===== src/rtl/io_port_peripheral.sv =====
// I/O peripheral on the processor In/Out/Int lines: RX FIFO feeding the In port,
// TX FIFO fed by the Out port, and a paced interrupt request for pending input.
module io_port_peripheral #(
    parameter int DEPTH     = 4,
    parameter int INT_WIDTH = 2,
    parameter int INT_GAP   = 4
) (
    input  logic                     Clk,
    input  logic                     Rst,
    input  logic [15:0]              ext_data,
    input  logic                     ext_valid,
    output logic                     ext_ready,
    output logic [15:0]              cpu_in,
    input  logic                     cpu_in_rd,
    output logic                     cpu_int,
    input  logic                     int_en,
    input  logic [15:0]              cpu_out,
    input  logic                     cpu_out_wr,
    output logic [15:0]              tx_data,
    output logic                     tx_valid,
    input  logic                     tx_ready,
    output logic [$clog2(DEPTH):0]   rx_count,
    output logic [$clog2(DEPTH):0]   tx_count,
    output logic                     tx_overflow
);

    localparam int AW = $clog2(DEPTH);
    localparam int CW = AW + 1;
    localparam logic [CW-1:0] FULL       = CW'(DEPTH);
    localparam logic [3:0]    WIDTH_LAST = 4'(INT_WIDTH - 1);
    localparam logic [3:0]    GAP_LAST   = (INT_GAP > 0) ? 4'(INT_GAP - 1) : 4'd0;

    typedef enum logic [1:0] {
        S_IDLE,
        S_ASSERT,
        S_WAIT_ACK,
        S_GAP
    } int_state_t;

    // ---------------------------------------------------------------- RX FIFO
    logic [15:0]   rx_mem [DEPTH];
    logic [AW-1:0] rx_wr_ptr;
    logic [AW-1:0] rx_rd_ptr;
    logic          rx_push;
    logic          rx_pop;

    // Readiness comes from the registered count only, so a same-cycle pop never frees a full FIFO.
    assign ext_ready = (rx_count != FULL);
    assign rx_push   = ext_valid & ext_ready;
    assign rx_pop    = cpu_in_rd & (rx_count != '0);
    assign cpu_in    = (rx_count != '0) ? rx_mem[rx_rd_ptr] : '0;

    always_ff @(posedge Clk or posedge Rst) begin
        if (Rst) begin
            rx_wr_ptr <= '0;
            rx_rd_ptr <= '0;
            rx_count  <= '0;
        end else begin
            if (rx_push) rx_wr_ptr <= rx_wr_ptr + 1'b1;
            if (rx_pop)  rx_rd_ptr <= rx_rd_ptr + 1'b1;
            case ({rx_push, rx_pop})
                2'b10:   rx_count <= rx_count + 1'b1;
                2'b01:   rx_count <= rx_count - 1'b1;
                default: rx_count <= rx_count;
            endcase
        end
    end

    always_ff @(posedge Clk) begin
        if (rx_push) rx_mem[rx_wr_ptr] <= ext_data;
    end

    // ---------------------------------------------------------------- TX FIFO
    logic [15:0]   tx_mem [DEPTH];
    logic [AW-1:0] tx_wr_ptr;
    logic [AW-1:0] tx_rd_ptr;
    logic          tx_full;
    logic          tx_push;
    logic          tx_pop;

    assign tx_full  = (tx_count == FULL);
    assign tx_valid = (tx_count != '0);
    assign tx_push  = cpu_out_wr & ~tx_full;
    assign tx_pop   = tx_valid & tx_ready;
    assign tx_data  = tx_valid ? tx_mem[tx_rd_ptr] : '0;

    always_ff @(posedge Clk or posedge Rst) begin
        if (Rst) begin
            tx_wr_ptr   <= '0;
            tx_rd_ptr   <= '0;
            tx_count    <= '0;
            tx_overflow <= 1'b0;
        end else begin
            if (tx_push) tx_wr_ptr <= tx_wr_ptr + 1'b1;
            if (tx_pop)  tx_rd_ptr <= tx_rd_ptr + 1'b1;
            if (cpu_out_wr && tx_full) tx_overflow <= 1'b1;
            case ({tx_push, tx_pop})
                2'b10:   tx_count <= tx_count + 1'b1;
                2'b01:   tx_count <= tx_count - 1'b1;
                default: tx_count <= tx_count;
            endcase
        end
    end

    always_ff @(posedge Clk) begin
        if (tx_push) tx_mem[tx_wr_ptr] <= cpu_out;
    end

    // ---------------------------------------------------------- interrupt FSM
    int_state_t state;
    int_state_t state_next;
    logic [3:0] width_cnt;
    logic [3:0] width_cnt_next;
    logic [3:0] gap_cnt;
    logic [3:0] gap_cnt_next;
    logic       ack_seen;
    logic       ack_seen_next;

    always_ff @(posedge Clk or posedge Rst) begin
        if (Rst) begin
            state     <= S_IDLE;
            width_cnt <= '0;
            gap_cnt   <= '0;
            ack_seen  <= 1'b0;
            cpu_int   <= 1'b0;
        end else begin
            state     <= state_next;
            width_cnt <= width_cnt_next;
            gap_cnt   <= gap_cnt_next;
            ack_seen  <= ack_seen_next;
            cpu_int   <= (state_next == S_ASSERT);
        end
    end

    always_comb begin
        state_next     = state;
        width_cnt_next = width_cnt;
        gap_cnt_next   = gap_cnt;
        ack_seen_next  = ack_seen;
        unique case (state)
            S_IDLE: begin
                if (int_en && (rx_count != '0)) begin
                    state_next     = S_ASSERT;
                    width_cnt_next = '0;
                    ack_seen_next  = 1'b0;
                end
            end
            S_ASSERT: begin
                // A pop inside the pulse counts as the acknowledge; the pulse still runs full width.
                if (width_cnt == WIDTH_LAST) begin
                    gap_cnt_next = '0;
                    if (ack_seen || rx_pop)
                        state_next = (INT_GAP == 0) ? S_IDLE : S_GAP;
                    else
                        state_next = S_WAIT_ACK;
                end else begin
                    width_cnt_next = width_cnt + 1'b1;
                    if (rx_pop) ack_seen_next = 1'b1;
                end
            end
            S_WAIT_ACK: begin
                if (rx_pop) begin
                    gap_cnt_next = '0;
                    state_next   = (INT_GAP == 0) ? S_IDLE : S_GAP;
                end
            end
            S_GAP: begin
                if (gap_cnt == GAP_LAST)
                    state_next = S_IDLE;
                else
                    gap_cnt_next = gap_cnt + 1'b1;
            end
            default: state_next = S_IDLE;
        endcase
    end

endmodule

===== config.mk =====
export PLATFORM = sky130hd
export DESIGN_NAME = io_port_peripheral
export DESIGN_NICKNAME = d
export VERILOG_FILES = /design/src/rtl/io_port_peripheral.sv
export SDC_FILE = /design/constraint.sdc
export NUM_CORES = 1
export LEC_CHECK = 0
export CORE_UTILIZATION = 50
export CTS_BUF_LIST = sky130_fd_sc_hd__clkbuf_8 sky130_fd_sc_hd__clkbuf_16
export CTS_CLUSTER_DIAMETER = 40
export DETAILED_ROUTE_END_ITERATION = 8
export GPL_ROUTABILITY_DRIVEN = 0
export PLACE_DENSITY = 0.86
export SYNTH_ARGS = -nofsm -noshare
export SYNTH_HDL_FRONTEND = slang
export SYNTH_SLANG_ARGS = --single-unit

===== constraint.sdc =====
create_clock -name Clk -period 1.9 [get_ports Clk]
set_input_delay 0.285 -clock Clk [delete_from_list [all_inputs] [get_ports Clk]]
set_output_delay 0.285 -clock Clk [all_outputs]
set_load 0.005 [all_outputs]

==> implementation parameters <==
Parameter                              Value

Cells and area
  Area Growth Syn to Fin    39.72%
  Net count of the finished layout    556
  Number of filler instances in the final layout    701
  Fraction of final layout cells with drive strength greater than 1    0.4125
  Share of the core filled with cells    0.7282
  Design Area, Final    0.008856 sq mm
  Final antenna diode count    0

Placed design
  DP Area    0.007707 sq mm
  HPWL after detailed placement    7406 um
  Worst-case setup slack after placement    -0.1345 ns
  Number of port buffers    80

Critical path
  Critical-path cell list    buf_6 > buf_6 > mux4_2 > and2_4 > buf_6
  Gate family responsible for the most delay along the worst path    multiplexers
  Critical path's slowest cell    sky130_fd_sc_hd__mux4_2
  Buffers plus inverters on the worst setup path    3
  Data arrival time of the worst path    1.92 ns
  Worst stage delay on the critical path    0.49 ns
  Element type at the critical path end    output pin
  Crit path max fanout    4
  Kind of start point of the critical path    flop
  CP most frequent cell    sky130_fd_sc_hd__buf_6
  Number of cells traversed by the worst register-to-register path    9
  WS Path Type    flop to output pin
  Required time worst endpoint    1.62 ns
  Instance count on the critical path    5

Min path
  Class of the most critical hold timing path    input port to async pin

STA
  Setup repair after global routing missed its margin    yes
  Slew Limit Headroom    0.6783
  Final critical delay including setup and external delays    2.205 ns
  Number of endpoints failing setup at the final stage    32
  Post-route setup slack    -0.3053 ns
  Post-route fraction of the period consumed by the critical path    1.161
  Upper clock frequency limit    453.5 MHz
  Number of slew-limit violations in the final report    0
  Post-route clock skew    0.006939 ns
  Final hold violations    0
  Slew @ Worst Pin    0.4759 ns
  Tightest hold margin    0.2714 ns

Routing
  Via/cell ratio    5.296
  Wire length on met1    4995 um
  Post-detailed-route DRC marker count    0
  Initial detailed-routing violation count    262
  Met2 routed WL    7005 um
  Pre-antenna DRT Iters    4
  WL final    12760 um
  Detail Route Antenna Nets    0
  Detailed-route via count    3612
  Avg WL per Cell    18.70 um
  Total length of routed met3 wires    539 um
  Highest layer used for signal routing    met4

Status
  Run status    finished with violations
  Violated checks    setup timing

Yosys
  Proportion of synthesized flip-flops having asynchronous set or reset    0.1742
  Most used standard cells in the synthesized netlist    sky130_fd_sc_hd__edfxtp_1, sky130_fd_sc_hd__and2_1, sky130_fd_sc_hd__mux4_2
  Number of synthesized register bits    155
  Share of the synthesized area in the top cell type    0.6064
  Syn_area_per_cell    18.27 sq um
  Largest area contributor in the synthesized netlist    sky130_fd_sc_hd__edfxtp_1
  Most instantiated flip-flop cell in the synthesis netlist    sky130_fd_sc_hd__edfxtp_1
  Cells after Synth    347
  Area of the mapped netlist    0.006339 sq mm
  Synthesized netlist net count    401
  Synth cell types    40
  Leading cell type by number of instances after synthesis    sky130_fd_sc_hd__edfxtp_1
  Part of the Yosys area used for sequential elements    0.7130
  Top cells by area in the synthesized netlist    sky130_fd_sc_hd__edfxtp_1, sky130_fd_sc_hd__mux4_2, sky130_fd_sc_hd__dfrtp_1
  Yosys warning count    0
  EDFF count, synth    128

CTS
  Max H-tree Level    4
  Clock buffers created by TritonCTS    17
  Latest clock arrival within the worst-skew pair    0.42 ns
  Maximum clock insertion buffer count    2
  Number of clock sinks    155
  Number of buffers inserted by hold repair at cts    0
  Clock root cell    sky130_fd_sc_hd__clkbuf_16
  Clock tree from TritonCTS    built
  CTS clock-pin slew for the worst setup and hold paths    0.06 ns

Power and ir drop
  Internal cell power    10.94 mW
  Static leakage    3.361 nW
  Sequential power share    0.330
  Switching share of total power    0.2800
  Logic pwr share    0.443
  Fraction of power consumed by the clock network    0.228
  Power density over cell area    1716 mW/mm^2
  Peak supply drop    1.046 mV
  P_sw    4.255 mW

GRT
  Total routing resource utilization after global routing    0.2130
  Global-route wire length before repair    20050 um
  Pin count of the biggest net entering global routing    28
  Number of antenna violations at the first check in global routing    0
  Total congestion overflow    0
  Vias in the first global route    3861

Floorplan
  Effective utilization at floorplan    0.5212
  Die Y-Extent    114.6 um
  I/O Pins    81
  Std cell rows    40
  Die X    114.6 um
  Core outline area    0.01216 sq mm
  Floorplan die area    0.01313 sq mm

Run
  Max-cap violations    0
-- placed cells by master (no fill, tap or decap), drive strengths merged, types with 2 or more instances in the layout --
master and count:
a21oi 2, and2 38, and3 4, buf 101
bufinv 4, clkbuf 18, clkdlybuf4s50 46, clkinv 5
clkinvlp 2, dfrtp 27, edfxtp 128, fa 2
ha 13, inv 20, mux2i 3, mux4 32
nand2 6, nand3 2, nand3b 2, nand4 2
nor2 8, nor3 3, o21ai 8, o22ai 2
o31a 2, o31ai 3, or3 3, xnor2 6
xor2 8
-- registers in the layout (all words and copies together) (netlist names), 2 cells and up --
name and cells:
rx_mem 64, tx_mem 64, gap_cnt 4, width_cnt 4, rx_count 3, tx_count 3
rx_rd_ptr 2, rx_wr_ptr 2, state 2, tx_rd_ptr 2, tx_wr_ptr 2
-- worst paths after layout --
check,start,end,slack [ns]
setup / recovery,rx_rd_ptr[0]$_DFFE_PP0P_,cpu_in[9],-0.31
min in group Clk,tx_overflow$_DFFE_PP0P_,tx_overflow$_DFFE_PP0P_,0.47
hold / removal,Rst,rx_count[0]$_DFFE_PP0P_,0.27
setup reg to reg,rx_count[0]$_DFFE_PP0P_,rx_count[2]$_DFFE_PP0P_,0.01
max in group asynchronous,Rst,tx_rd_ptr[0]$_DFFE_PP0P_,1.34
hold reg to reg,tx_overflow$_DFFE_PP0P_,tx_overflow$_DFFE_PP0P_,0.47
-- what timing repair did --
item                       CTS  global route
setup endpoints to repair   35            39
buffers inserted            32             5
gates resized for setup    199            30
pin swaps                   32            12
gates cloned                 2             0
-- per-layer routing --
metal,vias to the layer above,GRT usage
met3,16,0.06194
met4,0,0.08485
li1,1648,-
met5,-,0
met1,1847,0.2412
met2,101,0.3790
-- power groups by stage --
stage / clock (mW) / sequential [mW] / combinational (mW)
2_1_floorplan: 0 / 4.92 / 2.75
3_5_place_dp: 0 / 5.02 / 5.29
3_3_place_gp: 0 / 4.96 / 5.13
5_1_grt: 3.66 / 5.08 / 7.21
4_1_cts: 3.51 / 5.01 / 6.38
6_report: 3.46 / 5.01 / 6.73
-- cells by family (layout without fill, tap and decap cells) --
family,after synthesis,count (layout),synth area share
simple gates,75,75,0.07185
fa+ha+maj,15,15,0.03198
xor+xnor,14,14,0.01935
flops,155,155,0.7130
buf+inv,31,198,0.02112
compound gates,21,21,0.02251
mux,36,36,0.1202
-- through the flow --
step           cells     TNS, ns  power, mW
6_report         682      -7.744      15.19
5_1_grt          682      -9.640      15.95
4_1_cts          678      -8.630      14.89
3_5_place_dp     613      -2.654      10.32
3_3_place_gp     613      -1.635      10.09
2_1_floorplan    347  -0.0006990      7.673
-- tightest hold or removal path, stage by stage --
cell and delay [ns]:
sky130_fd_sc_hd__clkdlybuf4s50_1 0.42, sky130_fd_sc_hd__inv_1 0.06, sky130_fd_sc_hd__buf_4 0.33
-- layout make-up --
cell class / count / area [sq um] / area share
clock inverter: 14 / 180.2 / 0.02034
clock buffer: 17 / 425.4 / 0.04804
timing repair buffer: 150 / 1643 / 0.1855
inverter: 17 / 68.82 / 0.007771
tap: 168 / 210.2 / 0.02374
multi-input combinational: 161 / 1807 / 0.2040
sequential: 155 / 4522 / 0.5106
No activity file was read; power rests on OpenSTA's default activity.
